--- config.mk ---
export PLATFORM = sky130hd
export DESIGN_NAME = clk_emitter
export DESIGN_NICKNAME = d
export VERILOG_FILES = /design/src/rtl/clk_emitter_pkg.sv /design/src/rtl/common_pkg.sv /design/src/rtl/clk_emitter_rate_shadow.sv /design/src/rtl/clk_emitter.sv
export SDC_FILE = /design/constraint.sdc
export NUM_CORES = 1
export LEC_CHECK = 0
export BUFFER_PORTS_ARGS = -buffer_cell sky130_fd_sc_hd__buf_2
export CORE_ASPECT_RATIO = 0.5
export CORE_MARGIN = 2
export CORE_UTILIZATION = 40
export DETAILED_ROUTE_END_ITERATION = 6
export PLACE_DENSITY_LB_ADDON = 0.15
export SLEW_MARGIN = 20
export SYNTH_ARGS = -nofsm -noshare
export SYNTH_HDL_FRONTEND = slang
export SYNTH_SLANG_ARGS = --single-unit
--- constraint.sdc ---
create_clock -name sys_dom_i -period 2.7 [get_ports sys_dom_i]
set_input_delay 0.135 -clock sys_dom_i [delete_from_list [all_inputs] [get_ports sys_dom_i]]
set_output_delay 0.135 -clock sys_dom_i [all_outputs]
set_load 0.02 [all_outputs]
--- src/rtl/clk_emitter_pkg.sv ---
// Types and widths shared by the clks_alot emitter and its rate shadow.
package clks_alot_p;

  localparam int COUNTER_WIDTH = 8;

  localparam logic [COUNTER_WIDTH-1:0] RATE_ONE = COUNTER_WIDTH'(1'b1);

  typedef struct packed {
    logic [COUNTER_WIDTH-1:0] minimum_band_minus_one;
    logic [COUNTER_WIDTH-1:0] maximum_band_minus_one;
  } half_rate_limits_s;

  typedef enum logic [1:0] {
    EMIT_IDLE   = 2'd0,
    EMIT_HIGH   = 2'd1,
    EMIT_LOW    = 2'd2,
    EMIT_PAUSED = 2'd3
  } emitter_state_e;

endpackage

--- src/rtl/common_pkg.sv ---
// Shared clock-domain bundle: one clock plus its asynchronous active-low reset.
package common_p;

  typedef struct packed {
    logic clk;
    logic rst_n;
  } clk_dom_s;

endpackage

--- src/rtl/clk_emitter_rate_shadow.sv ---
// One-entry valid/ready holding register for the next half-period.
// CLKS_ALOT_EMITTER_CLAMP_EN clamps captured rates into the limit band.
module rate_shadow
  import clks_alot_p::*;
(
  input  logic                     clk,
  input  logic                     rst_n,
  input  logic                     rate_valid,
  input  logic [COUNTER_WIDTH-1:0] rate,
  input  half_rate_limits_s        half_rate_limits,
  input  logic                     consume,
  output logic                     rate_ready,
  output logic                     shadow_full,
  output logic [COUNTER_WIDTH-1:0] shadow_rate
);

  function automatic logic [COUNTER_WIDTH-1:0] fix_rate(
    input logic [COUNTER_WIDTH-1:0] raw_s,
    input half_rate_limits_s        lim_s
  );
    logic [COUNTER_WIDTH-1:0] val_s;
`ifdef CLKS_ALOT_EMITTER_CLAMP_EN
    logic [COUNTER_WIDTH-1:0] lo_s;
    logic [COUNTER_WIDTH-1:0] hi_s;
    lo_s  = lim_s.minimum_band_minus_one + RATE_ONE;
    hi_s  = lim_s.maximum_band_minus_one + RATE_ONE;
    val_s = raw_s;
    if (val_s > hi_s) val_s = hi_s;
    // Minimum applied last so it wins when the band is inverted.
    if (val_s < lo_s) val_s = lo_s;
`else
    val_s = raw_s;
`endif
    if (val_s == '0) val_s = RATE_ONE;
    return val_s;
  endfunction

`ifndef CLKS_ALOT_EMITTER_CLAMP_EN
  logic limits_unused_s;
  assign limits_unused_s = ^half_rate_limits;
`endif

  // Capture on handshake, release on phase entry; a slot only fills while empty.
  always_ff @(posedge clk or negedge rst_n) begin
    if (!rst_n) begin
      shadow_full <= 1'b0;
      rate_ready  <= 1'b1;
      shadow_rate <= '0;
    end else if (rate_valid && rate_ready) begin
      shadow_rate <= fix_rate(rate, half_rate_limits);
      shadow_full <= 1'b1;
      rate_ready  <= 1'b0;
    end else if (consume) begin
      shadow_full <= 1'b0;
      rate_ready  <= 1'b1;
    end
  end

endmodule

--- src/rtl/clk_emitter.sv ---
// 50%-duty edge-stream generator with programmable half-period and pause.
// Optional CLKS_ALOT_EMITTER_CLAMP_EN band-clamps new rates (in rate_shadow).
module clk_emitter
  import clks_alot_p::*;
(
  input  common_p::clk_dom_s       sys_dom_i,
  input  logic                     gen_en_i,
  input  logic                     pause_req_i,
  input  logic                     rate_valid_i,
  input  logic [COUNTER_WIDTH-1:0] rate_i,
  output logic                     rate_ready_o,
  input  half_rate_limits_s        half_rate_limits_i,
  output logic                     clk_o,
  output logic                     rise_o,
  output logic                     fall_o,
  output logic                     paused_o,
  output logic [COUNTER_WIDTH-1:0] active_rate_o
);

  logic                     clk_s;
  logic                     rst_n_s;
  emitter_state_e           state_r;
  logic [COUNTER_WIDTH-1:0] cnt_r;
  logic                     phase_end_s;
  logic                     enter_high_s;
  logic                     enter_low_s;
  logic                     to_paused_s;
  logic                     to_idle_s;
  logic                     phase_entry_s;
  logic                     shadow_full_s;
  logic [COUNTER_WIDTH-1:0] shadow_rate_s;

  assign clk_s   = sys_dom_i.clk;
  assign rst_n_s = sys_dom_i.rst_n;

  rate_shadow u_rate_shadow (
    .clk              (clk_s),
    .rst_n            (rst_n_s),
    .rate_valid       (rate_valid_i),
    .rate             (rate_i),
    .half_rate_limits (half_rate_limits_i),
    .consume          (phase_entry_s),
    .rate_ready       (rate_ready_o),
    .shadow_full      (shadow_full_s),
    .shadow_rate      (shadow_rate_s)
  );

  // Transition decode; disabling in LOW aborts the phase, in HIGH it does not.
  always_comb begin
    phase_end_s  = (cnt_r == (active_rate_o - RATE_ONE));
    enter_high_s = 1'b0;
    enter_low_s  = 1'b0;
    to_paused_s  = 1'b0;
    to_idle_s    = 1'b0;
    case (state_r)
      EMIT_IDLE: enter_high_s = gen_en_i;
      EMIT_HIGH: enter_low_s  = phase_end_s;
      EMIT_LOW: begin
        if (!gen_en_i) begin
          to_idle_s = 1'b1;
        end else if (phase_end_s) begin
          if (pause_req_i) to_paused_s  = 1'b1;
          else             enter_high_s = 1'b1;
        end else begin
          to_idle_s = 1'b0;
        end
      end
      EMIT_PAUSED: begin
        if (!gen_en_i)         to_idle_s    = 1'b1;
        else if (!pause_req_i) enter_high_s = 1'b1;
        else                   to_paused_s  = 1'b0;
      end
      default: to_idle_s = 1'b1;
    endcase
    phase_entry_s = enter_high_s | enter_low_s;
  end

  // State, phase counter, active rate and all registered line outputs.
  always_ff @(posedge clk_s or negedge rst_n_s) begin
    if (!rst_n_s) begin
      state_r       <= EMIT_IDLE;
      cnt_r         <= '0;
      active_rate_o <= RATE_ONE;
      clk_o         <= 1'b0;
      rise_o        <= 1'b0;
      fall_o        <= 1'b0;
      paused_o      <= 1'b0;
    end else begin
      rise_o <= enter_high_s;
      fall_o <= enter_low_s;
      if (phase_entry_s && shadow_full_s) active_rate_o <= shadow_rate_s;
      if (enter_high_s) begin
        state_r  <= EMIT_HIGH;
        clk_o    <= 1'b1;
        paused_o <= 1'b0;
        cnt_r    <= '0;
      end else if (enter_low_s) begin
        state_r <= EMIT_LOW;
        clk_o   <= 1'b0;
        cnt_r   <= '0;
      end else if (to_paused_s) begin
        state_r  <= EMIT_PAUSED;
        clk_o    <= 1'b0;
        paused_o <= 1'b1;
        cnt_r    <= '0;
      end else if (to_idle_s) begin
        state_r  <= EMIT_IDLE;
        clk_o    <= 1'b0;
        paused_o <= 1'b0;
        cnt_r    <= '0;
      end else if ((state_r == EMIT_HIGH) || (state_r == EMIT_LOW)) begin
        cnt_r <= cnt_r + RATE_ONE;
      end
    end
  end

endmodule

==> summary.md, run 1 <==
| Metric | Value |
|---|---|
| Outcome | `complete, but fails checks` |
| Failing checks | `hold timing` |
| Row cnt | `17` |
| Critical Path Source Type | `register` |
| Slew Limit Headroom | `69.5%` |
| CP Capture Type | `register` |
| Total number of vias | `about 1400` |
| # port buffers | `24` |
| Number of global-route vias before repair | `about 1400` |
| Yosys warnings | `0` |
| CTS tree | `yes` |
| Yosys reg bits | `32` |
| Top cells by area, synth | `dfrtp_1, mux2_2, ha_1` |
| Reg2Reg Depth | `7` |
| Area grow syn2layout | `21.3%` |
| Max Clock Skew | `approximately 0.015 ns` |
| Final hold vios | `32` |
| CP Data Arrival Time | `about 2.6 ns` |
| Hold/Removal Path Class | `clk -> async` |
| Wire length per cell | `14.6 um` |
| PD cells | `between 1000 and 1500 mW/mm^2` |
| Minimum clock period | `2.39 ns` |
| Core Area | `0.00438 sq mm` |
| Min Hold Slack | `-0.324 ns` |
| Slew Limit Fails | `0` |
| Number of max-cap violations | `0` |
| Die X | `99.3 um` |
| Post-synthesis cell count | `~170` |
| Peak Freq | `around 420 MHz` |
| Non-Filler Instances | `between 200 and 300` |
| Max FO, Critical Path | `8` |
| Slew @ Worst Pin | `0.457 ns` |
| Met1 wire length | `~1900 um` |
| Top Ports | `42` |
| Avg Synthesized Cell Area | `between 10 and 15 sq um` |
| Mapped cell area | `0.00182 sq mm` |
| Initial DRC count | `32` |
| Metal2 WL | `~1600 um` |
| Post-synth net total | `202` |
| Detailed Place HPWL | `around 2700 um` |
| Netlist cell types | `46` |
| ANT nets after route | `0` |
| Initial core utilization | `41.5%` |
| Antenna violations before repair | `0` |
| Die height | `51.7 um` |
| Cell taking the most area after synthesis | `dfrtp_1` |
| Antenna fix cells | `0` |
| Setup bufs post-CTS | `0` |
| First-pass GRT wire length | `approximately 6500 um` |
| Placed Cells | `~250` |
| Post-synth top area share | `roughly 41%` |
| Pre-antenna DRT Iters | `4` |
| Total grt overflow | `0` |
| Total GRT Usage | `between 10% and 20%` |
| WP data required | `approximately 2.9 ns` |
| Critical path origin | `active_rate_o[0]` |
| Routed vias/inst | `5.23` |
| Routed WL | `between 3000 and 4000 um` |
| Met3 wire len | `approximately 270 um` |
| Setup CP Type | `reg -> reg` |
| Leakage | `~1.0 nW` |
| Largest net degree at the start of global routing | `12` |
| Number of hold buffers added after cts | `0` |
| Final nets | `around 240` |
| Unrepaired setup endpoints after global routing | `no` |
| Final setup fails | `0` |
| Max rail drop VDD | `515 uV` |
| Clock-pin slew on the worst setup and hold paths | `roughly 0.08 ns` |
| Die area | `approximately 0.005 sq mm` |
| Fin crit share | `88.6%` |
| Final Wtd Congestion | `~0.77` |
| R2R Setup Slk | `around 0.3 ns` |
| Layout cell share with drive strength beyond 1 | `between 30% and 40%` |
| Worst-Skew Late Latency | `0.29 ns` |
| Seq/Total Area, Yosys | `about 44%` |
| Reg2Reg Launch Point | `active_rate_o[0]` |
| Top Layer Used | `met4` |
| Drt drc | `0` |
| Crit Reg-Reg Endpoint | `active_rate_o[7]` |
| CTS resizes | `0` |
| Setup TNS Final | `0 ns` |
[registers in the layout, summed over array words and instances, names as in the netlist]
register,count
cnt_r,8
clk_o,1
u_rate_shadow.rate_ready,1
u_rate_shadow.shadow_rate,8
fall_o,1
paused_o,1
state_r,2
active_rate_o,8
u_rate_shadow.shadow_full,1
rise_o,1
[cell usage after synthesis (all sizes together)]
master	number
dfstp	2
a2bb2oi	2
or3	1
nand2b	4
and2	4
nor2	14
a21oi	4
inv	5
o2111a	1
nand4	3
nand2	10
and3b	1
and4b	1
a31oi	2
nor3	5
o2bb2ai	1
a22o	1
xnor2	8
o211a	1
a221o	1
buf	2
o221ai	1
and4	1
o211ai	1
nor4	2
mux2	14
o22ai	1
and3	3
dfrtp	30
a22oi	2
o21bai	1
clkbuf	2
nand3	1
xor2	8
a41o	2
ha	7
o21ai	7
a21boi	1
mux2i	2
nor2b	4
a21o	3
[logic make-up after synthesis]
kind of cell	Yosys count	synth area share [%]
AO/OA/AOI/OAI	32	15.3
XOR/XNOR	16	7.71
adder cells (fa/ha/maj)	7	4.82
buffers and inverters	9	2.00
flip-flops	32	44.2
multiplexers	16	9.77
AND/OR/NAND/NOR	54	16.2
[worst max-delay path: stages, from the launching register on]
cell and delay, ns:
dfstp_2 0.53, inv_1 0.04, ha_1 0.19, or3_1 0.41, a31oi_4 0.25, o211ai_4 0.14, o21ai_4 0.32, mux2_2 0.37
[layer usage]
metal,GRT usage (%),up-vias
li1,-,670
met1,20.2,663
met2,21.7,29
met3,14.0,9
met4,12.1,0
met5,0,-
[worst max-delay path by stage]
stage,cells after the start,slack [ns],endpoint
4_1_cts,7,0.30,active_rate_o[7]
2_1_floorplan,8,0.09,active_rate_o[1]
6_report,7,0.31,active_rate_o[7]
3_5_place_dp,7,0.32,active_rate_o[1]
5_1_grt,9,0.22,active_rate_o[3]
3_3_place_gp,7,0.33,active_rate_o[3]
[report_power, final]
group	leakage, nW	total [mW]	switching [mW]	internal, mW
clock	0.0990	0.843	0.470	0.373
combinational	0.547	1.26	0.673	0.590
sequential	0.395	0.833	0.221	0.611
[area by class of cell]
class | count | area [sq um]
fill | 400 | 2180
inverter | 5 | 18.8
multi-input combinational | 125 | 978
tap | 57 | 71.3
clock buffer | 10 | 138
sequential | 32 | 803
timing repair buffer | 27 | 143
clock inverter | 6 | 52.6
[per-stage QoR]
stage                     setup WS (ns)  power [mW]  area [sq um]  hold WS (ns)  utilization (%)
after floorplan                  0.0883        1.80          1820        -0.296                -
after global placement            0.335        2.08          2010        -0.296             46.0
after detailed placement          0.320        2.11          2010        -0.296             46.0
after CTS                         0.302        3.00          2200        -0.320             50.3
after global routing              0.219        3.22          2200        -0.321             50.3
final                             0.307        2.94          2200        -0.324             50.3
[cell usage in the layout (no fill, tap or decap), types with 2 or more instances in the layout]
master,Yosys,final
nor2_1,14,14
buf_2,2,24
buf_4,0,3
nor3_1,5,5
a21o_1,3,3
mux2i_1,2,2
clkbuf_8,0,10
and2_1,4,4
nand2b_1,4,4
nand4_1,3,3
xnor2_1,8,8
xor2_1,8,8
inv_1,5,5
o21ai_0,5,5
nor2b_1,4,4
ha_1,7,7
and3_1,3,3
a41o_1,2,2
dfrtp_1,30,30
clkinv_2,0,2
a21oi_1,3,3
clkinv_4,0,3
nand2_1,10,10
a2bb2oi_1,2,2
dfstp_2,2,2
mux2_2,14,14
a22oi_1,2,2
Power figures use the tool's default switching activity.
==> inputs of run 2 (changes only) <==
--- a/config.mk
+++ b/config.mk
@@ -6,7 +6,7 @@
 export NUM_CORES = 1
 export LEC_CHECK = 0
 export BUFFER_PORTS_ARGS = -buffer_cell sky130_fd_sc_hd__buf_2
-export CORE_ASPECT_RATIO = 0.5
+export CORE_ASPECT_RATIO = 2
 export CORE_MARGIN = 2
 export CORE_UTILIZATION = 40
 export DETAILED_ROUTE_END_ITERATION = 6
@@ -14,4 +14,5 @@
 export SLEW_MARGIN = 20
 export SYNTH_ARGS = -nofsm -noshare
 export SYNTH_HDL_FRONTEND = slang
+export SYNTH_HIERARCHICAL = 1
 export SYNTH_SLANG_ARGS = --single-unit
==> run 2 against run 1 <==
The run still ends with hold timing left. Sequential power rose by 0.6%. Clock power rose by 12%. Design area fell by 3.0%. First-iteration DRC count fell by 41%. Clock skew fell by 0.0042 ns. Sequential cell count did not move. Global-route usage rose by 0.66 points. Worst setup slack got worse by 0.060 ns. Combinational power fell by 13%. Largest power group unchanged. Highest routed layer unchanged.
==> summary.md, run 2 <==
| Metric | Value |
|---|---|
| ANT nets after route | `0 (unchanged)` |
| Setup CP Type | `reg -> reg (unchanged)` |
| Main synth FF type | `dfrtp_1 (unchanged)` |
| Seq/Total Area, Yosys | `46.7% (was 44.2%)` |
| Antenna violations before repair | `0 (unchanged)` |
| Wire length per cell | `14.9 um (was 14.6 um)` |
| Non-Filler Instances | `247 (was 262)` |
| Initial DRC count | `19 (was 32)` |
| Initial core utilization | `41.6% (was 41.5%)` |
| Final setup fails | `0 (unchanged)` |
| Critical Path Source Type | `register (unchanged)` |
| Final worst slack | `0.247 ns (was 0.307 ns)` |
| Largest registers | `active_rate_o (8), cnt_r (8), u_rate_shadow/shadow_rate (8) (was active_rate_o (8), cnt_r (8), u_rate_shadow.shadow_rate (8))` |
| Max incr delay on CP | `0.59 ns (was 0.53 ns)` |
| Placed Cells | `231 (was 246)` |
| Clock-pin slew on the worst setup and hold paths | `0.07 ns (was 0.08 ns)` |
| Fin crit share | `90.9% (was 88.6%)` |
| Post-synth EDFFs | `0 (unchanged)` |
| Worst-path cell chain | `inv_1, ha_1, nand3_1, xnor2_1, nand4_1, or3_1, nand2b_4, a311o_1 (was inv_1, ha_1, or3_1, a31oi_4, o211ai_4, o21ai_4, mux2_2)` |
| Count leader, synth | `dfrtp_1 (unchanged)` |
| Min Hold Slack | `-0.330 ns (was -0.324 ns)` |
| Hold/Removal Path Class | `clk -> async (unchanged)` |
| Cell taking the most area after synthesis | `dfrtp_1 (unchanged)` |
| Slew @ Worst Pin | `0.526 ns (was 0.457 ns)` |
| Post-synth top cells | `dfrtp_1, mux2_2, nor2_1, inv_1, xor2_1 (was dfrtp_1, mux2_2, nor2_1, nand2_1)` |
| Final nets | `227 (was 237)` |
| Unrepaired setup endpoints after global routing | `no (unchanged)` |
| Die height | `96.7 um (was 51.7 um)` |
| Area grow syn2layout | `24.5% (was 21.3%)` |
| Max FO, Critical Path | `6 (was 8)` |
| Total GRT Usage | `18.3% (was 17.6%)` |
| Die X | `50.4 um (was 99.3 um)` |
| Layout cell share with drive strength beyond 1 | `35.4% (was 31.7%)` |
| Total number of vias | `1325 (was 1371)` |
| Outcome | `complete, but fails checks (unchanged)` |
| CP Data Arrival Time | `2.62 ns (was 2.56 ns)` |
| Max Clock Skew | `0.0106 ns (was 0.0148 ns)` |
| Yosys reg bits | `32 (unchanged)` |
| Worst-Skew Late Latency | `0.29 ns (about the same)` |
| Peak Freq | `408 MHz (was 418 MHz)` |
| # port buffers | `24 (unchanged)` |
| Post-synthesis cell count | `155 (was 166)` |
| Core Area | `0.00413 sq mm (was 0.00438 sq mm)` |
| Largest net degree at the start of global routing | `11 (was 12)` |
| Post-synth net total | `191 (was 202)` |
| Top cells by area, synth | `dfrtp_1, mux2_2, ha_1 (unchanged)` |
| Pre-antenna DRT Iters | `4 (unchanged)` |
| Pre-CTS setup slack | `0.248 ns (was 0.320 ns)` |
| Slew Limit Headroom | `64.9% (was 69.5%)` |
| Antenna fix cells | `0 (unchanged)` |
| CTS tree | `yes (unchanged)` |
| Drt drc | `0 (unchanged)` |
| Post-synth top area share | `43.7% (was 41.3%)` |
| Leakage | `1.00 nW (was 1.04 nW)` |
| Minimum clock period | `2.45 ns (was 2.39 ns)` |
| Netlist cell types | `45 (was 46)` |
| Failing checks | `hold timing (unchanged)` |
| Slowest-stage cell, CP | `dfstp_2 (unchanged)` |
| Ys async rst share | `100% (unchanged)` |
| Routed WL | `3670 um (was 3810 um)` |
| Setup bufs post-CTS | `0 (unchanged)` |
| Routed vias/inst | `5.36 (was 5.23)` |
| First-pass GRT wire length | `6380 um (was 6470 um)` |
| Die area | `0.00487 sq mm (was 0.00513 sq mm)` |
| Mapped cell area | `0.00172 sq mm (was 0.00182 sq mm)` |
| Slew Limit Fails | `0 (unchanged)` |
| WP data required | `2.87 ns (about the same)` |
| Setup TNS Final | `0 ns (unchanged)` |
| Commonest non-fill, non-tap cell in the layout | `dfrtp_1 (unchanged)` |
| Max rail drop VDD | `704 uV (was 515 uV)` |
| Top Ports | `42 (unchanged)` |
| Number of global-route vias before repair | `1480 (was 1415)` |
| Avg Synthesized Cell Area | `11.1 sq um (was 11.0 sq um)` |
| PD cells | `1340 mW/mm^2 (was 1330 mW/mm^2)` |
| Total grt overflow | `0 (unchanged)` |
| CP Capture Type | `register (unchanged)` |
| Yosys warnings | `6 (was 0)` |
| Detailed Place HPWL | `2740 um (was 2710 um)` |
| Most frequent cells in the layout | `dfrtp_1, buf_2, mux2_2 (was dfrtp_1, buf_2, nor2_1, mux2_2)` |
| Number of max-cap violations | `0 (unchanged)` |
| Final hold vios | `32 (unchanged)` |
| Row cnt | `33 (was 17)` |
| Final Wtd Congestion | `0.778 (was 0.770)` |
-- run 2: cell types whose count changed after synthesis, sizes merged, moves of 2 or more --
cell,change
a22oi,-2
nor2b,-2
inv,+4
a21oi,+2
or2,+2
nor2,-2
a21o,-3
nor4,+2
o21ai,-5
nand3,+3
and3,-2
and2,-4
a41o,-2
xnor2,-2
-- run 2: power by group --
group | switching [mW] | total (mW) | internal [mW]
logic | 0.591 | 1.09 | 0.497
clock network | 0.431 | 0.946 | 0.515
registers | 0.222 | 0.838 | 0.617
-- run 2: worst paths after layout --
kind / cells past startpoint / to / from / slack (ns)
max in group asynchronous: 2 / active_rate_o[0] / sys_dom_i[0] / 2.82
setup / recovery: 8 / state_r[0] / active_rate_o[0] / 0.25
setup reg to reg: 8 / state_r[0] / active_rate_o[0] / 0.25
min in group sys_dom_i: 2 / u_rate_shadow/rate_ready / rate_valid_i / 0.05
hold / removal: 2 / active_rate_o[7] / sys_dom_i[0] / -0.33
hold reg to reg: 1 / clk_o / clk_o / 0.50
-- run 2: layout make-up --
type                            count  area, sq um
Sequential cell                    32          803
Tap cell                           52         65.1
Inverter                            9         33.8
Clock inverter                      3         48.8
Clock buffer                       13          169
Fill cell                         388         1990
Multi-Input combinational cell    112          885
Timing Repair Buffer               26          135
-- run 2: per-layer routing --
| layer | share of wire (%) | GRT usage (%) | vias to the layer above |
|---|---|---|---|
| li1 | - | - | 622 |
| met1 | 35 | 14.8 | 658 |
| met5 | 0 | 0 | - |
| met4 | 4.7 | 16.6 | 0 |
| met2 | 56 | 30.1 | 31 |
| met3 | 4.7 | 9.26 | 14 |
-- run 2: repair_timing --
item	in CTS	in global routing
gates resized for setup	0	1
hold buffers	0	0
setup endpoints to repair	0	2
-- run 2: cells by family (layout without fill, tap and decap cells) --
group,count (synthesis),after routing,share of synthesized area [%]
buffers and inverters,11,51,2.47
adders and majority gates,7,7,5.09
xor gates and xnor gates,15,15,7.64
DFF,32,32,46.7
muxes,17,17,11.0
AOI/OAI and AO/OA,21,21,9.97
and+or+nand+nor,52,52,17.1
-- run 2: stage by stage --
step | hold slack (ns) | util (%) | instance area, sq um | total power, mW
after detailed placement | -0.296 | 46.3 | 1910 | 1.93
after floorplan | -0.296 | - | 1720 | 1.64
after CTS | -0.329 | 51.5 | 2130 | 2.92
final | -0.330 | 51.8 | 2140 | 2.87
after global placement | -0.296 | 46.3 | 1910 | 1.88
after global routing | -0.328 | 51.8 | 2140 | 3.12
-- run 2: critical path, delay by kind of cell, from the launching register on --
kind / cells / cell delay [ns]
buf+inv: 1 / 0.06
compound gates: 1 / 0.33
xor+xnor: 1 / 0.12
simple gates: 4 / 0.98
fa+ha+maj: 1 / 0.24
flops: 1 / 0.59
==> inputs of run 3 (changes only) <==
==> constraint.sdc (replaced) <==
create_clock -name sys_dom_i -period 2.6 [get_ports sys_dom_i]
set_input_delay 0.13 -clock sys_dom_i [delete_from_list [all_inputs] [get_ports sys_dom_i]]
set_output_delay 0.13 -clock sys_dom_i [all_outputs]
set_load 0.02 [all_outputs]
==> run 3 against run 2 <==
The flow still finishes with violations (hold timing). First-iteration DRC count stayed put. Sequential share of layout area grew 0.40 points. Count of clock-buffer cells in the layout is 3 lower. Utilization fell by 0.55 points. Clock power down 9.6%. Worst setup slack got worse by 0.10 ns. Critical path type unchanged. Largest power group unchanged. Highest routed layer unchanged.
==> summary.md, run 3 (synthesized netlist as in run 2, its figures left out) <==
| Metric | Value |
|---|---|
| Worst-Skew Late Latency | `0.29 ns (about the same)` |
| CP Data Arrival Time | `2.61 ns (was 2.62 ns)` |
| # port buffers | `24 (unchanged)` |
| Slew @ Worst Pin | `0.584 ns (was 0.526 ns)` |
| Placed Cells | `232 (was 231)` |
| Placed cell area | `0.00192 sq mm (was 0.00191 sq mm)` |
| Area grow syn2layout | `23.1% (was 24.5%)` |
| Critical Path Source Type | `register (unchanged)` |
| Die height | `96.7 um (unchanged)` |
| CTS tree | `yes (unchanged)` |
| Setup bufs post-CTS | `0 (unchanged)` |
| Max Clock Skew | `0.00566 ns (was 0.0106 ns)` |
| Routed WL | `3850 um (was 3670 um)` |
| Leakage | `0.994 nW (was 1.00 nW)` |
| Clock-pin slew on the worst setup and hold paths | `0.07 ns (about the same)` |
| Crit Reg-Reg Endpoint | `cnt_r[3] (was state_r[0])` |
| Unrepaired setup endpoints after global routing | `no (unchanged)` |
| Initial core utilization | `41.6% (unchanged)` |
| Reg2Reg Depth | `7 (was 8)` |
| Final setup fails | `0 (unchanged)` |
| Initial DRC count | `19 (unchanged)` |
| Routed vias/inst | `5.29 (was 5.36)` |
| Antenna violations before repair | `0 (unchanged)` |
| Wire length per cell | `15.5 um (was 14.9 um)` |
| Final hold vios | `32 (unchanged)` |
| PD cells | `1370 mW/mm^2 (was 1340 mW/mm^2)` |
| Antenna fix cells | `0 (unchanged)` |
| Post-layout util | `51.3% (was 51.8%)` |
| Total GRT Usage | `18.8% (was 18.3%)` |
| Setup CP Type | `reg -> reg (unchanged)` |
| Setup TNS Final | `0 ns (unchanged)` |
| Hold/Removal Path Class | `clk -> async (unchanged)` |
| Final worst slack | `0.145 ns (was 0.247 ns)` |
| Commonest non-fill, non-tap cell in the layout | `dfrtp_1 (unchanged)` |
| Filler Cell Count | `396 (was 388)` |
| Minimum clock period | `2.45 ns (about the same)` |
| Total grt overflow | `0 (unchanged)` |
| Min Hold Slack | `-0.315 ns (was -0.330 ns)` |
| Largest registers | `active_rate_o (8), cnt_r (8), u_rate_shadow/shadow_rate (8) (unchanged)` |
| Total number of vias | `1313 (was 1325)` |
| ANT nets after route | `0 (unchanged)` |
| WP data required | `2.75 ns (was 2.87 ns)` |
| Non-Filler Instances | `248 (was 247)` |
| Most frequent cells in the layout | `dfrtp_1, buf_2, mux2_2 (unchanged)` |
| Die area | `0.00487 sq mm (unchanged)` |
| Max rail drop VDD | `760 uV (was 704 uV)` |
| Die X | `50.4 um (unchanged)` |
| Outcome | `complete, but fails checks (unchanged)` |
| Top Ports | `42 (unchanged)` |
| Failing checks | `hold timing (unchanged)` |
| Pre-CTS setup slack | `0.0989 ns (was 0.248 ns)` |
| Layout cell share with drive strength beyond 1 | `36.7% (was 35.4%)` |
| Largest net degree at the start of global routing | `12 (was 11)` |
| Final Power | `2.89 mW (was 2.87 mW)` |
| Reg2Reg Launch Point | `active_rate_o[2] (was active_rate_o[0])` |
| Slew Limit Fails | `0 (unchanged)` |
| R2R Setup Slk | `0.15 ns (was 0.25 ns)` |
| Pre-antenna DRT Iters | `4 (unchanged)` |
| Slew Limit Headroom | `60.8% (was 64.9%)` |
| Number of global-route vias before repair | `1496 (was 1480)` |
| Peak Freq | `407 MHz (was 408 MHz)` |
| Number of max-cap violations | `0 (unchanged)` |
| Final Wtd Congestion | `0.736 (was 0.778)` |
| CP Capture Type | `register (unchanged)` |
| First-pass GRT wire length | `6400 um (was 6380 um)` |
| Detailed Place HPWL | `2750 um (was 2740 um)` |
| Critical path origin | `active_rate_o[2] (was active_rate_o[0])` |
| Final instance area | `0.00212 sq mm (was 0.00214 sq mm)` |
| Fin crit share | `94.4% (was 90.9%)` |
| Final nets | `228 (was 227)` |
| Drt drc | `0 (unchanged)` |
| Max FO, Critical Path | `8 (was 6)` |
| Row cnt | `33 (unchanged)` |
| Core Area | `0.00413 sq mm (unchanged)` |
[run 3: changes by cell type in the layout (fill, tap and decap cells not counted), sizes merged]
cell / change
buf: +1
bufinv: -1
clkbuf: -3
clkinv: +4
clkinvlp: -1
inv: +1
[run 3: where the power goes]
| group | internal (mW) | total [mW] | switching [mW] |
|---|---|---|---|
| Sequential | 0.643 | 0.867 | 0.224 |
| Combinational | 0.524 | 1.17 | 0.649 |
| Clock | 0.387 | 0.855 | 0.468 |
[run 3: area by class of cell]
type | count | area (sq um) | share of cell area, %
repair buffers | 27 | 143 | 6.74
multi-input cells | 112 | 887 | 41.9
well taps | 52 | 65.1 | 3.07
clock inverters | 6 | 47.5 | 2.25
flip-flops and latches | 32 | 803 | 37.9
clock buffers | 10 | 138 | 6.50
inverters | 9 | 33.8 | 1.60
[run 3: repair_timing]
action / in CTS / in global routing
setup endpoints to repair: 0 / 19
hold buffers: 0 / 0
resized for setup: 0 / 2
[run 3: worst max-delay path, stage by stage (launching register included)]
cell,delay (ns)
dfrtp_1,0.46
nor3_2,0.31
nand2_1,0.13
nor4_1,0.29
nor3_1,0.18
or3_4,0.46
o221ai_2,0.39
nor2_1,0.10
[run 3: worst max-delay path by stage]
| stage | end | slack (ns) | cells past startpoint |
|---|---|---|---|
| 2_1_floorplan | state_r[0] | 0.28 | 8 |
| 3_3_place_gp | cnt_r[7] | 0.20 | 8 |
| 5_1_grt | active_rate_o[6] | 0.03 | 7 |
| 4_1_cts | cnt_r[3] | 0.08 | 7 |
| 3_5_place_dp | cnt_r[3] | 0.1 | 7 |
| 6_report | cnt_r[3] | 0.15 | 7 |
[run 3: metal layers]
layer | vias up | wire length, um | GRT usage [%]
met5 | - | 0 | 0
met4 | 0 | 189 | 19.3
met3 | 14 | 169 | 11.4
met2 | 37 | 2080 | 28.1
met1 | 635 | 1410 | 15.7
li1 | 627 | - | -
